--- config.mk ---
export PLATFORM = sky130hd
export DESIGN_NAME = lcd_screen_arbiter_flat
export DESIGN_NICKNAME = d
export VERILOG_FILES = /design/src/rtl/lcd_screen_arbiter_if.sv /design/src/rtl/lcd_screen_arbiter.sv /design/src/flat_wrapper.sv
export SDC_FILE = /design/constraint.sdc
export NUM_CORES = 1
export LEC_CHECK = 0
export CAP_MARGIN = 20
export CORE_UTILIZATION = 55
export CTS_BUF_LIST = sky130_fd_sc_hd__clkbuf_8
export DETAILED_ROUTE_END_ITERATION = 10
export GPL_TIMING_DRIVEN = 0
export MAX_ROUTING_LAYER = met4
export PLACE_DENSITY = 0.89
export SLEW_MARGIN = 30
export SYNTH_ARGS = -nofsm -noshare
export SYNTH_HDL_FRONTEND = slang
export SYNTH_SLANG_ARGS = --single-unit
--- constraint.sdc ---
create_clock -name CLK -period 7.7 [get_ports CLK]
set_input_delay 1.54 -clock CLK [delete_from_list [all_inputs] [get_ports CLK]]
set_output_delay 1.54 -clock CLK [all_outputs]
set_load 0.005 [all_outputs]
--- src/rtl/lcd_screen_arbiter_if.sv ---
// lcd_screen_arbiter_if: write-request bus, clear control and screen image of the LCD screen arbiter.
// master = producer/LCD side, slave = arbiter.
interface lcd_screen_arbiter_if #(
  parameter int NREQ = 3
);
  logic [NREQ-1:0]   REQ;
  logic [5*NREQ-1:0] WR_ADDR;
  logic [8*NREQ-1:0] WR_CHAR;
  logic [NREQ-1:0]   ACK;
  logic              CLEAR_REQ;
  logic              BUSY;
  logic [255:0]      DISPLAY_DATA;

  modport master (
    output REQ, WR_ADDR, WR_CHAR, CLEAR_REQ,
    input  ACK, BUSY, DISPLAY_DATA
  );

  modport slave (
    input  REQ, WR_ADDR, WR_CHAR, CLEAR_REQ,
    output ACK, BUSY, DISPLAY_DATA
  );
endinterface

--- src/rtl/lcd_screen_arbiter.sv ---
// lcd_screen_arbiter: owns the 32-cell LCD character buffer. Producers write one cell
// per cycle through a REQ/ACK port arbitrated round-robin; CLEAR_REQ blanks the whole
// screen one cell per cycle (32 cycles) and wins over any pending write.
// Build option: define LCD_ARB_FIXED_PRIO_EN for fixed priority (lowest index wins,
// no rotating pointer). Mask, clear and timing are identical in both builds.
module lcd_screen_arbiter #(
  parameter int         NREQ       = 3,
  parameter logic [7:0] BLANK_CHAR = 8'h20
) (
  input logic                 CLK,
  input logic                 RESETN,
  lcd_screen_arbiter_if.slave bus
);
  localparam int PW = (NREQ > 1) ? $clog2(NREQ) : 1;

  typedef enum logic {IDLE = 1'b0, CLEAR = 1'b1} state_t;

  state_t           state_q, state_d;
  logic [4:0]       cnt_q, cnt_d;
  logic [31:0][7:0] cell_q, cell_d;
  logic [NREQ-1:0]  ack_q, ack_d;
  logic [NREQ-1:0]  elig, gnt_oh;
  logic             gnt_vld;
  logic [4:0]       gnt_addr;
  logic [7:0]       gnt_char;
`ifndef LCD_ARB_FIXED_PRIO_EN
  logic [PW-1:0]    ptr_q, ptr_d, gnt_nxt;

  // distance of requester i from the pointer, walking upward with wrap
  function automatic int rr_dist(input int i, input logic [PW-1:0] p);
    return (i >= int'(p)) ? (i - int'(p)) : (i - int'(p) + NREQ);
  endfunction
`endif

  // a requester acked this cycle is still holding REQ; mask it to avoid a double write
  assign elig = bus.REQ & ~ack_q;

  // pick the winning requester and mux its address/character
  always_comb begin
    gnt_vld  = 1'b0;
    gnt_oh   = '0;
    gnt_addr = '0;
    gnt_char = '0;
`ifdef LCD_ARB_FIXED_PRIO_EN
    for (int i = 0; i < NREQ; i++) begin
      if (!gnt_vld && elig[i]) begin
        gnt_vld   = 1'b1;
        gnt_oh[i] = 1'b1;
        gnt_addr  = bus.WR_ADDR[5*i +: 5];
        gnt_char  = bus.WR_CHAR[8*i +: 8];
      end
    end
`else
    gnt_nxt = '0;
    for (int k = 0; k < NREQ; k++) begin
      for (int i = 0; i < NREQ; i++) begin
        if (!gnt_vld && elig[i] && rr_dist(i, ptr_q) == k) begin
          gnt_vld   = 1'b1;
          gnt_oh[i] = 1'b1;
          gnt_addr  = bus.WR_ADDR[5*i +: 5];
          gnt_char  = bus.WR_CHAR[8*i +: 8];
          gnt_nxt   = (i == NREQ - 1) ? '0 : PW'(i + 1);
        end
      end
    end
`endif
  end

  // next state: clear beats writes; during clear blank cell CNT each cycle
  always_comb begin
    state_d = state_q;
    cnt_d   = cnt_q;
    cell_d  = cell_q;
    ack_d   = '0;
`ifndef LCD_ARB_FIXED_PRIO_EN
    ptr_d   = ptr_q;
`endif
    case (state_q)
      IDLE: begin
        if (bus.CLEAR_REQ) begin
          state_d = CLEAR;
          cnt_d   = '0;
        end else if (gnt_vld) begin
          cell_d[gnt_addr] = gnt_char;
          ack_d            = gnt_oh;
`ifndef LCD_ARB_FIXED_PRIO_EN
          ptr_d            = gnt_nxt;
`endif
        end
      end
      CLEAR: begin
        cell_d[cnt_q] = BLANK_CHAR;
        cnt_d         = cnt_q + 5'd1;
        if (cnt_q == 5'd31) begin
          state_d = IDLE;
          cnt_d   = '0;
        end
      end
      default: state_d = IDLE;
    endcase
  end

  // state registers; async reset blanks the screen immediately
  always_ff @(posedge CLK or negedge RESETN) begin
    if (!RESETN) begin
      state_q <= IDLE;
      cnt_q   <= '0;
      cell_q  <= {32{BLANK_CHAR}};
      ack_q   <= '0;
`ifndef LCD_ARB_FIXED_PRIO_EN
      ptr_q   <= '0;
`endif
    end else begin
      state_q <= state_d;
      cnt_q   <= cnt_d;
      cell_q  <= cell_d;
      ack_q   <= ack_d;
`ifndef LCD_ARB_FIXED_PRIO_EN
      ptr_q   <= ptr_d;
`endif
    end
  end

  assign bus.ACK          = ack_q;
  assign bus.BUSY         = (state_q == CLEAR);
  assign bus.DISPLAY_DATA = cell_q;
endmodule

--- src/flat_wrapper.sv ---
// flat-port wrapper written by rule: the top's interface ports become plain ports
module lcd_screen_arbiter_flat 
#(
  parameter int         NREQ       = 3,
  parameter logic [7:0] BLANK_CHAR = 8'h20
)
  (CLK, RESETN, bus_REQ, bus_WR_ADDR, bus_WR_CHAR, bus_CLEAR_REQ, bus_ACK, bus_BUSY, bus_DISPLAY_DATA);
  lcd_screen_arbiter_if #(.NREQ(NREQ)) bus_i ();
  input logic CLK;
  input logic RESETN;
  input wire logic [$bits(bus_i.REQ)-1:0] bus_REQ;
  input wire logic [$bits(bus_i.WR_ADDR)-1:0] bus_WR_ADDR;
  input wire logic [$bits(bus_i.WR_CHAR)-1:0] bus_WR_CHAR;
  input wire logic [$bits(bus_i.CLEAR_REQ)-1:0] bus_CLEAR_REQ;
  output wire logic [$bits(bus_i.ACK)-1:0] bus_ACK;
  output wire logic [$bits(bus_i.BUSY)-1:0] bus_BUSY;
  output wire logic [$bits(bus_i.DISPLAY_DATA)-1:0] bus_DISPLAY_DATA;
  assign bus_i.REQ = bus_REQ;
  assign bus_i.WR_ADDR = bus_WR_ADDR;
  assign bus_i.WR_CHAR = bus_WR_CHAR;
  assign bus_i.CLEAR_REQ = bus_CLEAR_REQ;
  assign bus_ACK = bus_i.ACK;
  assign bus_BUSY = bus_i.BUSY;
  assign bus_DISPLAY_DATA = bus_i.DISPLAY_DATA;
  lcd_screen_arbiter #(.NREQ(NREQ), .BLANK_CHAR(BLANK_CHAR)) u_core (.CLK(CLK), .RESETN(RESETN), .bus(bus_i));
endmodule
* Word-level counts from Yosys, hierarchy flattened
Index checks and enable logic that the tools add are counted.
** Word-level totals
- Register bits :: 267
- Input bits :: 45
- Output and inout port bits :: 260
- Word-level logic and storage cells :: 163
** Operators by class
- $add $sub $neg :: 7
- Order comparisons :: 7
- Eq/ne operators :: 10
- Muxes and demuxes :: 64
- Bitwise operators :: 7
- Reductions and logical operators :: 32
** Operators by type and width (number)
- $mux 256 :: 2
- $pmux 256 s2 :: 1
- $bwmux 256 :: 1
- $and 224x224->224 :: 1
- $not 224->224 :: 1
- $add 32x3->32 const B :: 3
- $eq 32x2->1 const B :: 3
- $eq 32x3->1 const B :: 3
- $logic_not 32->1 :: 3
- $mux 32 :: 3
- $mux 8 :: 11
- $demux 8 s5 :: 2
- $mux 5 :: 11
- $or 32x32->32 :: 1
- $mux 1 :: 20
- $logic_and 1x1->1 :: 19
- $mux 2 :: 8
- $lt 5x6->1 const B :: 2
- $ge 5x1->1 const B :: 2
- $pmux 5 s2 :: 1
- $mux 3 :: 3
- $logic_not 1->1 :: 8
- $sub 1x2->3 const A :: 2
- $add 5x1->5 const B :: 1
- 12 further kinds :: 15

* Depth between registers and ports, before layout
Gate-level depths: netlist of run 1.
- Depth in word-level cells :: 46
- Mapped depth :: 12
- Gate-level depth less buffers :: 9

* Worst setup path after synthesis of run 1
OpenSTA, ideal clock, no wires.
- Path kind :: input-to-reg
- Start point :: input bus_REQ[2]
- End point :: register u_core.cell_q (netlist bit u_core.bus.DISPLAY_DATA[120])
- Library setup time :: 0.121 ns
- Data arrival time :: 3.856 ns
- Data required time :: 7.579 ns
- Setup slack :: 3.723 ns
- Stages :: 8
- Path buffers :: 1
- Cells stage by stage :: and2b_1 a22oi_1 and4_1 o41a_1 buf_2 nand3_1 o41a_1 a22o_1
** On the way
- Longest elaborated chain between the ends :: 36
** Ends and longest elaborated chain
- start, declared :: RTL line flat_wrapper.sv:11 : input wire logic [$bits(bus_i.REQ)-1:0] bus_REQ;
- $and 3x3->3 (*) :: RTL line lcd_screen_arbiter.sv:36 : assign elig = bus.REQ & ~ack_q;
- $logic_and 1x1->1 (2 in a row) :: RTL line lcd_screen_arbiter.sv:57 : if (!gnt_vld && elig[i] && rr_dist(i, ptr_q) == k) begin
- $mux 1 :: RTL line lcd_screen_arbiter.sv:57
- $logic_not 1->1 :: RTL line lcd_screen_arbiter.sv:57
- $logic_and 1x1->1 (2 in a row) :: RTL line lcd_screen_arbiter.sv:57
- $mux 1 :: RTL line lcd_screen_arbiter.sv:57
- $logic_not 1->1 :: RTL line lcd_screen_arbiter.sv:57
- $logic_and 1x1->1 (2 in a row) :: RTL line lcd_screen_arbiter.sv:57
- [17 not listed]
- $lt 5x6->1 (not written as such) / $ge 5x1->1 (equally long branches) :: RTL line lcd_screen_arbiter.sv:84 : cell_d[gnt_addr] = gnt_char;
- $logic_and 1x1->1 (not written as such) :: RTL line lcd_screen_arbiter.sv:84
- $mux 8 (not written as such) :: RTL line lcd_screen_arbiter.sv:84
- $demux 8 s5
- $bwmux 256 :: RTL line lcd_screen_arbiter.sv:84
- $mux 256 :: RTL line lcd_screen_arbiter.sv:83 : end else if (gnt_vld) begin
- $mux 256 :: RTL line lcd_screen_arbiter.sv:80 : if (bus.CLEAR_REQ) begin
- $pmux 256 s2 :: RTL line lcd_screen_arbiter.sv:78 : case (state_q)
- end signal, assigned :: RTL line lcd_screen_arbiter.sv:108 : cell_q <= {32{BLANK_CHAR}};
- end signal, assigned :: RTL line lcd_screen_arbiter.sv:116 : cell_q <= cell_d;
- end, declared :: RTL line lcd_screen_arbiter.sv:20 : logic [31:0][7:0] cell_q, cell_d;
Mark *: on every way between the ends. The rest lies on a longest branch, timed or not. The select of a mux whose other input is x is not followed.
A chain may end at the register's enable or synchronous reset.

* Final worst setup path of run 1
- Start point :: input bus_REQ[2]
- End point :: register u_core.cell_q (netlist bit u_core.bus.DISPLAY_DATA[253])
The elaborated chain is that of the path after synthesis.

==> impl_results.md, run 1 <==
* DRT antenna net count at 0
* Reg-to-reg slack, setup at 3.36 ns
* Tightest Hold Check Type: flop to flop
* #FFs+latches synth at 267
* Setup Skew at 0.0407 ns
* Worst-path clk slew at 0.07 ns
* Synthesized Nets at 1017
* Hold Buf Count CTS at 0
* Post-route clock period utilization at 65.7%
* Worst-Skew Late Latency at 0.56 ns
* WL final at 43.1 mm
* Gpl congestion at 0.994
* # placed instances at 1552
* Hold Path End: u_core.bus.DISPLAY_DATA[12]
* Crit-path cells: clkdlybuf4s50_1 > and2b_1 > a22oi_1 > a21o_1 > a222oi_1 > clkdlybuf4s18_2 > buf_1 > or2_2 > clkbuf_1 > clkbuf_1 > a21oi_1 > and3_1
* Slowest stage cell, crit path: clkdlybuf4s50_1
* Endpoints failing setup at 0
* R2R Path End: u_core.bus.DISPLAY_DATA[253]
* Max stage delay on crit path at 0.56 ns
* Hold WS at 0.499 ns
* Crit start category: input port
* Max cap viols at 0
* Critical Path AT at 5.56 ns
* Setup TNS at 0 ns
* Min Tclk post-route at 5.06 ns
* Initial antenna violation count at 0
* Top FF cell, synth: dfrtp_1
* Synth Cell Area at 11800 sq um
* Leakage at 0.00698 uW
* Die Y at 149 um
* Area added between synthesis and finish at 37.4%
* Clk sinks at 267
* RSZ-0062 raised after global routing: false
* CP most frequent cell: clkbuf_1
* I/O Buffers at 304
* Width of the die at 149 um
* Die ar. at 22100 sq um
* Peak VDD IR at 0.175 mV
* Crit. End Element: flop
* YS warnings at 0
* DRT iter0 DRCs at 1213
* CTS Buf Count at 42
* FMAX at 198 MHz
* EDFF count, synth at 0
* Power per cell area at 323 nW/um^2
* Synth cell types at 72
* H-tree depth at 2
* Post-DR wirelength/cell at 26.5 um
* Worst Path Required at 8.19 ns
* First-pass GRT wire length at 64.8 mm
* Overall routing resource usage at 40.1%
* Post-synthesis sequential area ratio at 56.8%
* Relative slew slack at 31.3%
* Final hold vios at 0
* Vias post-DR at 11000
* Root buf cell: clkbuf_8
* Cell count of the worst reg-to-reg path at 14
* Final cell count without fillers at 1629
* Detailed placer's ending HPWL at 29.6 mm
* Ant. Diodes at 0
* # DRC at 0
* CTS tree: built
* Synthesized area per cell at 12.3 sq um
* Critical path's top delay family: buffers and inverters
* Hold Path Depth at 1
* Fin util at 77.1%
* Layout filler cell count at 1397
* Total congestion overflow at 0
* Top-level port count at 305
* CTS resizes at 0
* Reg2reg start: u_core.ptr_q[0]
* Fraction of registers with async set or reset after synthesis at 100%
* Drt first pass iters at 5
* Core area at 21100 sq um
* Mapped Cells at 964
* Fin nets at 1375
* Maximum clock insertion buffer count at 3
* Seq. cell area at 6720 sq um
* CP bufs+invs at 5
* Worst Hold Launch: u_core.bus.DISPLAY_DATA[12]
* Worst-Margin Slew at 1.02 ns
* Site row count at 53
* Largest fanout on the critical path at 10
* Outcome: finished clean
* Vias per inst at 6.77
* Max-slew violation count at 0
* Initial Util at 56.1%
* Area occupied by multi-input gates at 4880 sq um
* Largest net degree at the start of global routing at 90
* Setup CP Type: input port to flop
* Post-CTS setup buffers at 0
* Layout cell share with drive strength beyond 1 at 12.6%
* Power, Total at 5250 uW
* Vias in the first global route at 10900
cells by family after synthesis:
kind of cell | count (synthesis) | synth area share [%]
flip-flops | 267 | 56.8
buffers and inverters | 66 | 2.24
AO/OA/AOI/OAI | 397 | 28.1
XOR/XNOR | 2 | 0.148
AND/OR/NAND/NOR | 224 | 11.8
adder cells (fa/ha/maj) | 8 | 0.846
synthesized netlist by cell type (all sizes together) (7+ instances only):
cell type	n	area share, %
nor2b	9	0.48
a21oi	64	2.8
a31oi	7	0.37
o32a	16	1.4
a32oi	8	0.72
a222oi	8	0.68
o22a	8	0.59
clkbuf	42	1.3
and2	7	0.37
nor2	59	2.0
buf	20	0.77
nor3	66	4.1
nand3	18	1.3
nand2	18	0.57
a22o	228	17
and3	13	0.73
ha	8	0.85
dfstp	32	7.1
dfrtp	235	50
power breakdown:
| group | internal (uW) | switching [uW] |
|---|---|---|
| clock network | 658 | 588 |
| logic | 846 | 1310 |
| registers | 1660 | 180 |
| total | 3170 | 2080 |
worst register-to-register path, stage by stage, from the launching register on:
cell,delay [ns]
dfrtp_1,0.37
inv_1,0.08
ha_1,0.40
or2_1,0.29
a32o_1,0.29
and3_4,0.20
clkbuf_1,0.23
a222oi_1,0.36
clkdlybuf4s18_2,0.33
buf_1,0.20
or2_2,0.14
clkbuf_1,0.49
clkbuf_1,0.56
a21oi_1,0.18
and3_1,0.19
sequential cells by signal, summed over array words and instances, names as in the netlist:
| register | flops |
|---|---|
| u_core.bus.ACK | 3 |
| u_core.bus.BUSY | 1 |
| u_core.bus.DISPLAY_DATA | 256 |
| u_core.cnt_q | 5 |
| u_core.ptr_q | 2 |
stage by stage:
step	worst slack (ns)	cell area, sq um
6_report	2.64	16300
3_3_place_gp	-5.71	15200
5_1_grt	2.50	16300
3_5_place_dp	2.22	15400
2_1_floorplan	3.72	11800
4_1_cts	2.79	16200
worst max path at each step:
stage                          start                           end  slack, ns  cells after the start
after floorplan           bus_REQ[2]  u_core.bus.DISPLAY_DATA[120]       3.72                      8
after global routing      bus_REQ[2]  u_core.bus.DISPLAY_DATA[253]       2.50                     12
final                     bus_REQ[2]  u_core.bus.DISPLAY_DATA[253]       2.64                     12
after CTS                 bus_REQ[2]   u_core.bus.DISPLAY_DATA[61]       2.79                     12
after detailed placement  bus_REQ[2]  u_core.bus.DISPLAY_DATA[253]       2.22                     12
after global placement        RESETN             u_core.bus.ACK[0]      -5.71                      1
routing by layer:
| layer | vias to the layer above | part of all wire, % | track usage [%] | routed length [um] |
|---|---|---|---|---|
| li1 | 4549 | - | - | - |
| met1 | 5517 | 39 | 52.8 | 16800 |
| met3 | 159 | 11 | 10.1 | 4860 |
| met2 | 808 | 45 | 58.6 | 19600 |
| met4 | 0 | 4.2 | 18.4 | 1830 |
| met5 | - | 0 | - | 0 |
layout make-up:
class / count / area share [%]
Inverter: 4 / 0.0924
Multi-Input combinational cell: 631 / 30.0
Clock inverter: 23 / 0.847
Clock buffer: 53 / 4.49
Timing Repair Buffer: 314 / 19.6
Sequential cell: 267 / 41.3
Tap cell: 275 / 2.12
Buffer: 62 / 1.54
layout by cell type (no fill, tap or decap), types with 5 or more instances in the layout:
| master | synthesis | layout |
|---|---|---|
| clkdlybuf4s50_1 | 0 | 303 |
| dfrtp_1 | 235 | 235 |
| a22o_1 | 228 | 228 |
| a21oi_1 | 62 | 62 |
| nor2_1 | 54 | 54 |
| clkbuf_8 | 0 | 53 |
| clkbuf_1 | 41 | 41 |
| nor3_1 | 48 | 41 |
| dfstp_2 | 32 | 32 |
| nand2_1 | 18 | 18 |
| inv_1 | 4 | 17 |
| o32a_1 | 16 | 16 |
| buf_2 | 13 | 14 |
| nor3_2 | 7 | 14 |
| nand3_1 | 13 | 13 |
| and3_1 | 12 | 12 |
| nor3_4 | 11 | 11 |
| nor2b_1 | 9 | 9 |
| buf_1 | 7 | 8 |
| a222oi_1 | 8 | 8 |
| o22a_1 | 8 | 8 |
| ha_1 | 8 | 8 |
| a31oi_1 | 7 | 7 |
| clkinv_2 | 0 | 7 |
| nand3b_1 | 6 | 6 |
| and2_1 | 6 | 6 |
| nand2b_1 | 6 | 6 |
| a32oi_1 | 6 | 6 |
| o21ai_0 | 5 | 5 |
| nand3_4 | 5 | 5 |
| a221oi_1 | 5 | 5 |
| nor2_2 | 5 | 5 |
No activity file was read; power rests on OpenSTA's default activity.
==> run 2: changes to the inputs <==
--- a/config.mk
+++ b/config.mk
@@ -6,12 +6,12 @@
 export NUM_CORES = 1
 export LEC_CHECK = 0
 export CAP_MARGIN = 20
-export CORE_UTILIZATION = 55
+export CORE_UTILIZATION = 46
 export CTS_BUF_LIST = sky130_fd_sc_hd__clkbuf_8
 export DETAILED_ROUTE_END_ITERATION = 10
 export GPL_TIMING_DRIVEN = 0
 export MAX_ROUTING_LAYER = met4
-export PLACE_DENSITY = 0.89
+export PLACE_DENSITY = 0.79
 export SLEW_MARGIN = 30
 export SYNTH_ARGS = -nofsm -noshare
 export SYNTH_HDL_FRONTEND = slang
==> constraint.sdc (replaced) <==
create_clock -name CLK -period 4.3 [get_ports CLK]
set_input_delay 0.86 -clock CLK [delete_from_list [all_inputs] [get_ports CLK]]
set_output_delay 0.86 -clock CLK [all_outputs]
set_load 0.005 [all_outputs]
==> impl_results.md, run 2 (synthesis gave the netlist of run 1 again) <==
* Outcome: finished clean
* Leakage at 0.00704 uW
* DRT iter0 DRCs at 1130
* Width of the die at 162 um
* Site row count at 58
* Power per cell area at 587 nW/um^2
* Root buf cell: clkbuf_8
* Vias in the first global route at 10600
* Crit start category: input port
* Layout cell share with drive strength beyond 1 at 13.4%
* Largest net degree at the start of global routing at 92
* Peak VDD IR at 0.320 mV
* RSZ-0062 raised after global routing: false
* Clk sinks at 267
* Vias post-DR at 10700
* Total congestion overflow at 0
* P_sw at 3720 uW
* Maximum clock insertion buffer count at 3
* Setup TNS at 0 ns
* Initial antenna violation count at 0
* Fin util at 65.4%
* Largest fanout on the critical path at 10
* Reg-to-reg slack, setup at 0.21 ns
* Cell count of the worst reg-to-reg path at 9
* H-tree depth at 2
* Tightest Hold Check Type: input port to async pin
* Overall routing resource usage at 33.3%
* R2R Path End: u_core.bus.DISPLAY_DATA[203]
* Area occupied by multi-input gates at 4890 sq um
* Relative slew slack at 37.2%
* I/O Buffers at 304
* Seq. cell area at 6720 sq um
* Most common cell after layout, fill and taps aside: clkdlybuf4s50_1
* Fin nets at 1376
* Sw frac at 38.5%
* Power, Total at 9660 uW
* Sequential power share at 34.1%
* Worst-path clk slew at 0.07 ns
* Endpoints failing setup at 0
* Crit path to: u_core.bus.DISPLAY_DATA[171]
* Max-slew violation count at 0
* Worst-Skew Late Latency at 0.56 ns
* Hold WS at 0.165 ns
* Most frequent cells in the layout: clkdlybuf4s50_1 (303), dfrtp_1 (235), a22o_1 (228)
* Die ar. at 26400 sq um
* Drt first pass iters at 5
* Placed Area at 15400 sq um
* Top-level port count at 305
* Post-CTS setup buffers at 0
* Power share of the combinational group at 40.1%
* Post-route clock period utilization at 95.4%
* CTS Buf Count at 44
* Layout filler cell count at 1906
* Area added between synthesis and finish at 39.2%
* FMAX at 244 MHz
* # DRC at 0
* First-pass GRT wire length at 64.2 mm
* Worst Path Required at 4.78 ns
* Gpl congestion at 0.988
* Worst-Margin Slew at 0.933 ns
* Fin area at 16500 sq um
* Ant. Diodes at 0
* Setup CP Type: input port to flop
* Largest register FFs at 256
* Reg2reg start: u_core.ptr_q[0]
* Clock share of power at 25.8%
* Critical Path AT at 4.59 ns
* Final hold vios at 0
* Crit. End Element: flop
* DRT antenna net count at 0
* Initial Util at 47.0%
* Internal power at 5940 uW
* Vias per inst at 6.35
* WL final at 42.7 mm
* Setup Skew at 0.0219 ns
* Core area at 25200 sq um
* Die Y at 162 um
* Min Tclk post-route at 4.10 ns
* Max cap viols at 0
* Detailed placer's ending HPWL at 29.8 mm
* Critical path launch point: bus_REQ[0]
* Post-DR wirelength/cell at 25.3 um
* CTS tree: built
==> run 2: cell types whose count changed in the layout (fill, tap and decap cells not counted), moves of 2 or more <==
cell       before  now
clkbuf_8       53   57
bufinv_16       1    4
inv_1          17   13
clkbuf_1       41   39
==> run 2: routing by layer <==
| metal | track usage, % | share of wire (%) |
|---|---|---|
| met1 | 43.9 | 41 |
| met2 | 49.0 | 45 |
| met3 | 8.89 | 11 |
| met4 | 12.7 | 3.8 |
| met5 | - | 0 |
==> run 2: worst min path at each step <==
stage                                 start                            to  slack [ns]
2_1_floorplan               u_core.ptr_q[0]               u_core.ptr_q[0]        0.48
3_3_place_gp   u_core.bus.DISPLAY_DATA[211]  u_core.bus.DISPLAY_DATA[211]        0.48
3_5_place_dp   u_core.bus.DISPLAY_DATA[211]  u_core.bus.DISPLAY_DATA[211]        0.48
4_1_cts                              RESETN  u_core.bus.DISPLAY_DATA[200]        0.15
5_1_grt                              RESETN  u_core.bus.DISPLAY_DATA[254]        0.16
6_report                             RESETN   u_core.bus.DISPLAY_DATA[15]        0.17
==> run 2: what timing repair did <==
action                                 CTS  global route
setup endpoints to repair                0            72
gates resized for setup                  0             5
endpoints found under the hold margin    0             0
hold buffers                             0             0
==> run 2: cell type report <==
class,instances,area share (%)
timing repair buffer,314,19.3
sequential,267,40.8
multi-input combinational,631,29.7
tap,330,2.51
buffer,61,1.50
clock inverter,23,1.28
clock buffer,57,4.76
inverter,4,0.0912
==> run 2: power by group through the flow <==
stage / logic, uW / registers, uW / clock network (uW)
2_1_floorplan: 1970 / 3280 / 0
3_3_place_gp: 3660 / 3310 / 0
3_5_place_dp: 3760 / 3310 / 0
4_1_cts: 3780 / 3280 / 2520
5_1_grt: 4070 / 3320 / 2630
6_report: 3870 / 3290 / 2490
==> run 2: per-stage QoR <==
stage                     worst slack (ns)  cells
final                                0.196   1687
after floorplan                      0.970    964
after detailed placement            -0.436   1607
after global placement               -8.68   1598
after CTS                           0.0247   1687
after global routing                0.0145   1687
==> run 2: critical path: stages <==
cell	delay [ns]
clkdlybuf4s50_1	0.54
nor2b_1	0.14
buf_2	0.18
o21ai_0	0.22
a41oi_1	0.30
buf_2	0.30
nor2_1	0.14
buf_2	0.29
nor3_2	0.67
clkbuf_1	0.66
a22o_1	0.27
==> run 3: changes to the inputs <==
--- a/config.mk
+++ b/config.mk
@@ -16,3 +16,4 @@
 export SYNTH_ARGS = -nofsm -noshare
 export SYNTH_HDL_FRONTEND = slang
 export SYNTH_SLANG_ARGS = --single-unit
+export TNS_END_PERCENT = 1
==> impl_results.md, run 3 (synthesis gave the netlist of run 1 again) <==
* Sequential power share at 34.1%
* First-pass GRT wire length at 64.2 mm
* DRT antenna net count at 0
* Area added between synthesis and finish at 39.4%
* Outcome: finished clean
* Max-slew violation count at 0
* DRT iter0 DRCs at 1038
* Setup TNS at 0 ns
* Power share of the combinational group at 40.1%
* GR Layer Usage met3 at 8.89%
* Most frequent cells in the layout: clkdlybuf4s50_1 (303), dfrtp_1 (235), a22o_1 (228)
* Initial antenna violation count at 0
* Hold Buf Count CTS at 0
* RSZ-0062 raised after global routing: true
* Post-DR wirelength/cell at 25.3 um
* # DRC at 0
* Most common cell after layout, fill and taps aside: clkdlybuf4s50_1
* Overall routing resource usage at 33.3%
* Maximum clock insertion buffer count at 3
* Power per cell area at 586 nW/um^2
* Site row count at 58
* Clk sinks at 267
* Worst-path clk slew at 0.07 ns
* Largest fanout on the critical path at 10
* Root buf cell: clkbuf_8
* Pre-CTS setup slack at -0.436 ns
* Crit. End Element: flop
* Vias in the first global route at 10600
* Fin util at 65.5%
* Setup CP Type: flop to flop
* Die Y at 162 um
* Largest net degree at the start of global routing at 92
* Layout filler cell count at 1908
* Min Tclk post-route at 4.16 ns
* WL final at 42.7 mm
* Vias post-DR at 10700
* Peak VDD IR at 0.321 mV
* Setup Skew at 0.0234 ns
* Internal power at 5940 uW
* Setup WS post-layout at 0.140 ns
* Max cap viols at 0
* Worst-Margin Slew at 0.903 ns
* Hold WS at 0.165 ns
* CTS Buf Count at 44
* I/O Buffers at 304
* Critical Path AT at 4.64 ns
* Width of the die at 162 um
* Crit start category: flop
* Die ar. at 26400 sq um
* Final hold vios at 0
* Clock share of power at 25.8%
* Worst Path Required at 4.78 ns
* FMAX at 240 MHz
* Gpl congestion at 0.988
* H-tree depth at 2
* Fin nets at 1377
* Layout cell share with drive strength beyond 1 at 13.7%
* Core area at 25200 sq um
* GRT met2 Usage at 49.0%
* Relative slew slack at 39.2%
* Ant. Diodes at 0
* Worst-Skew Late Latency at 0.56 ns
* P_sw at 3730 uW
* Top-level port count at 305
* Met1 usage at 43.9%
* Post-route clock period utilization at 96.7%
* Detailed placer's ending HPWL at 29.8 mm
* Total congestion overflow at 0
* Sw frac at 38.6%
* Drt first pass iters at 6
* Tightest Hold Check Type: input port to async pin
* Leakage at 0.00705 uW
* Gr busiest metal: met2
* Vias per inst at 6.31
* Largest register FFs at 256
* Initial Util at 47.0%
* Endpoints failing setup at 0
* CTS tree: built
[run 3: final timing paths]
kind	start	to	slack [ns]	depth (start not counted)
worst max register to register	u_core.ptr_q[0]	u_core.bus.DISPLAY_DATA[253]	0.14	14
worst min-delay path	RESETN	u_core.bus.DISPLAY_DATA[15]	0.16	1
worst max-delay path	u_core.ptr_q[0]	u_core.bus.DISPLAY_DATA[253]	0.14	14
min in group CLK	u_core.bus.DISPLAY_DATA[12]	u_core.bus.DISPLAY_DATA[12]	0.50	1
max in group asynchronous	RESETN	u_core.bus.DISPLAY_DATA[85]	3.05	3
worst min register to register	u_core.bus.DISPLAY_DATA[12]	u_core.bus.DISPLAY_DATA[12]	0.50	1
[run 3: final cells by class]
type	count	area (sq um)	share of cell area, %
sequential	267	6720	40.8
multi-input combinational	631	4910	29.8
timing repair buffer	314	3180	19.3
clock buffer	57	785	4.76
tap	330	413	2.50
buffer	62	251	1.52
clock inverter	23	210	1.27
inverter	4	15.0	0.0910
[run 3: per-stage QoR]
step,instance area [sq um],power (uW),std cells
2_1_floorplan,11800,5250,964
3_3_place_gp,15300,6970,1598
3_5_place_dp,15400,7070,1607
4_1_cts,16400,9580,1687
5_1_grt,16500,10000,1688
6_report,16500,9660,1688
[run 3: power groups by stage]
stage | Combinational, uW | Sequential [uW] | Clock, uW
4_1_cts | 3780 | 3280 | 2520
6_report | 3880 | 3290 | 2490
2_1_floorplan | 1970 | 3280 | 0
3_5_place_dp | 3760 | 3310 | 0
3_3_place_gp | 3660 | 3310 | 0
5_1_grt | 4090 | 3320 | 2630
[run 3: repair_timing]
| action | in CTS | in global routing |
|---|---|---|
| setup buffers | 0 | 0 |
| setup endpoints to repair | 0 | 72 |
| gates resized for setup | 0 | 9 |
[run 3: worst max-delay path, cell delays in order (launching register included)]
cell and delay, ns:
dfrtp_1 0.37, inv_1 0.07, ha_1 0.40, or2_1 0.31, a32o_1 0.29, and3_4 0.20
clkbuf_1 0.24, a222oi_1 0.34, clkdlybuf4s18_2 0.32, buf_1 0.20, or2_2 0.14, clkbuf_1 0.49
clkbuf_2 0.41, nand3_1 0.11, and3_1 0.19
[run 3: routing by layer]
| layer | share of wire (%) | wire length, um |
|---|---|---|
| met5 | 0 | 0 |
| met4 | 3.3 | 1400 |
| met3 | 11 | 4700 |
| met2 | 45 | 19300 |
| met1 | 40 | 17300 |
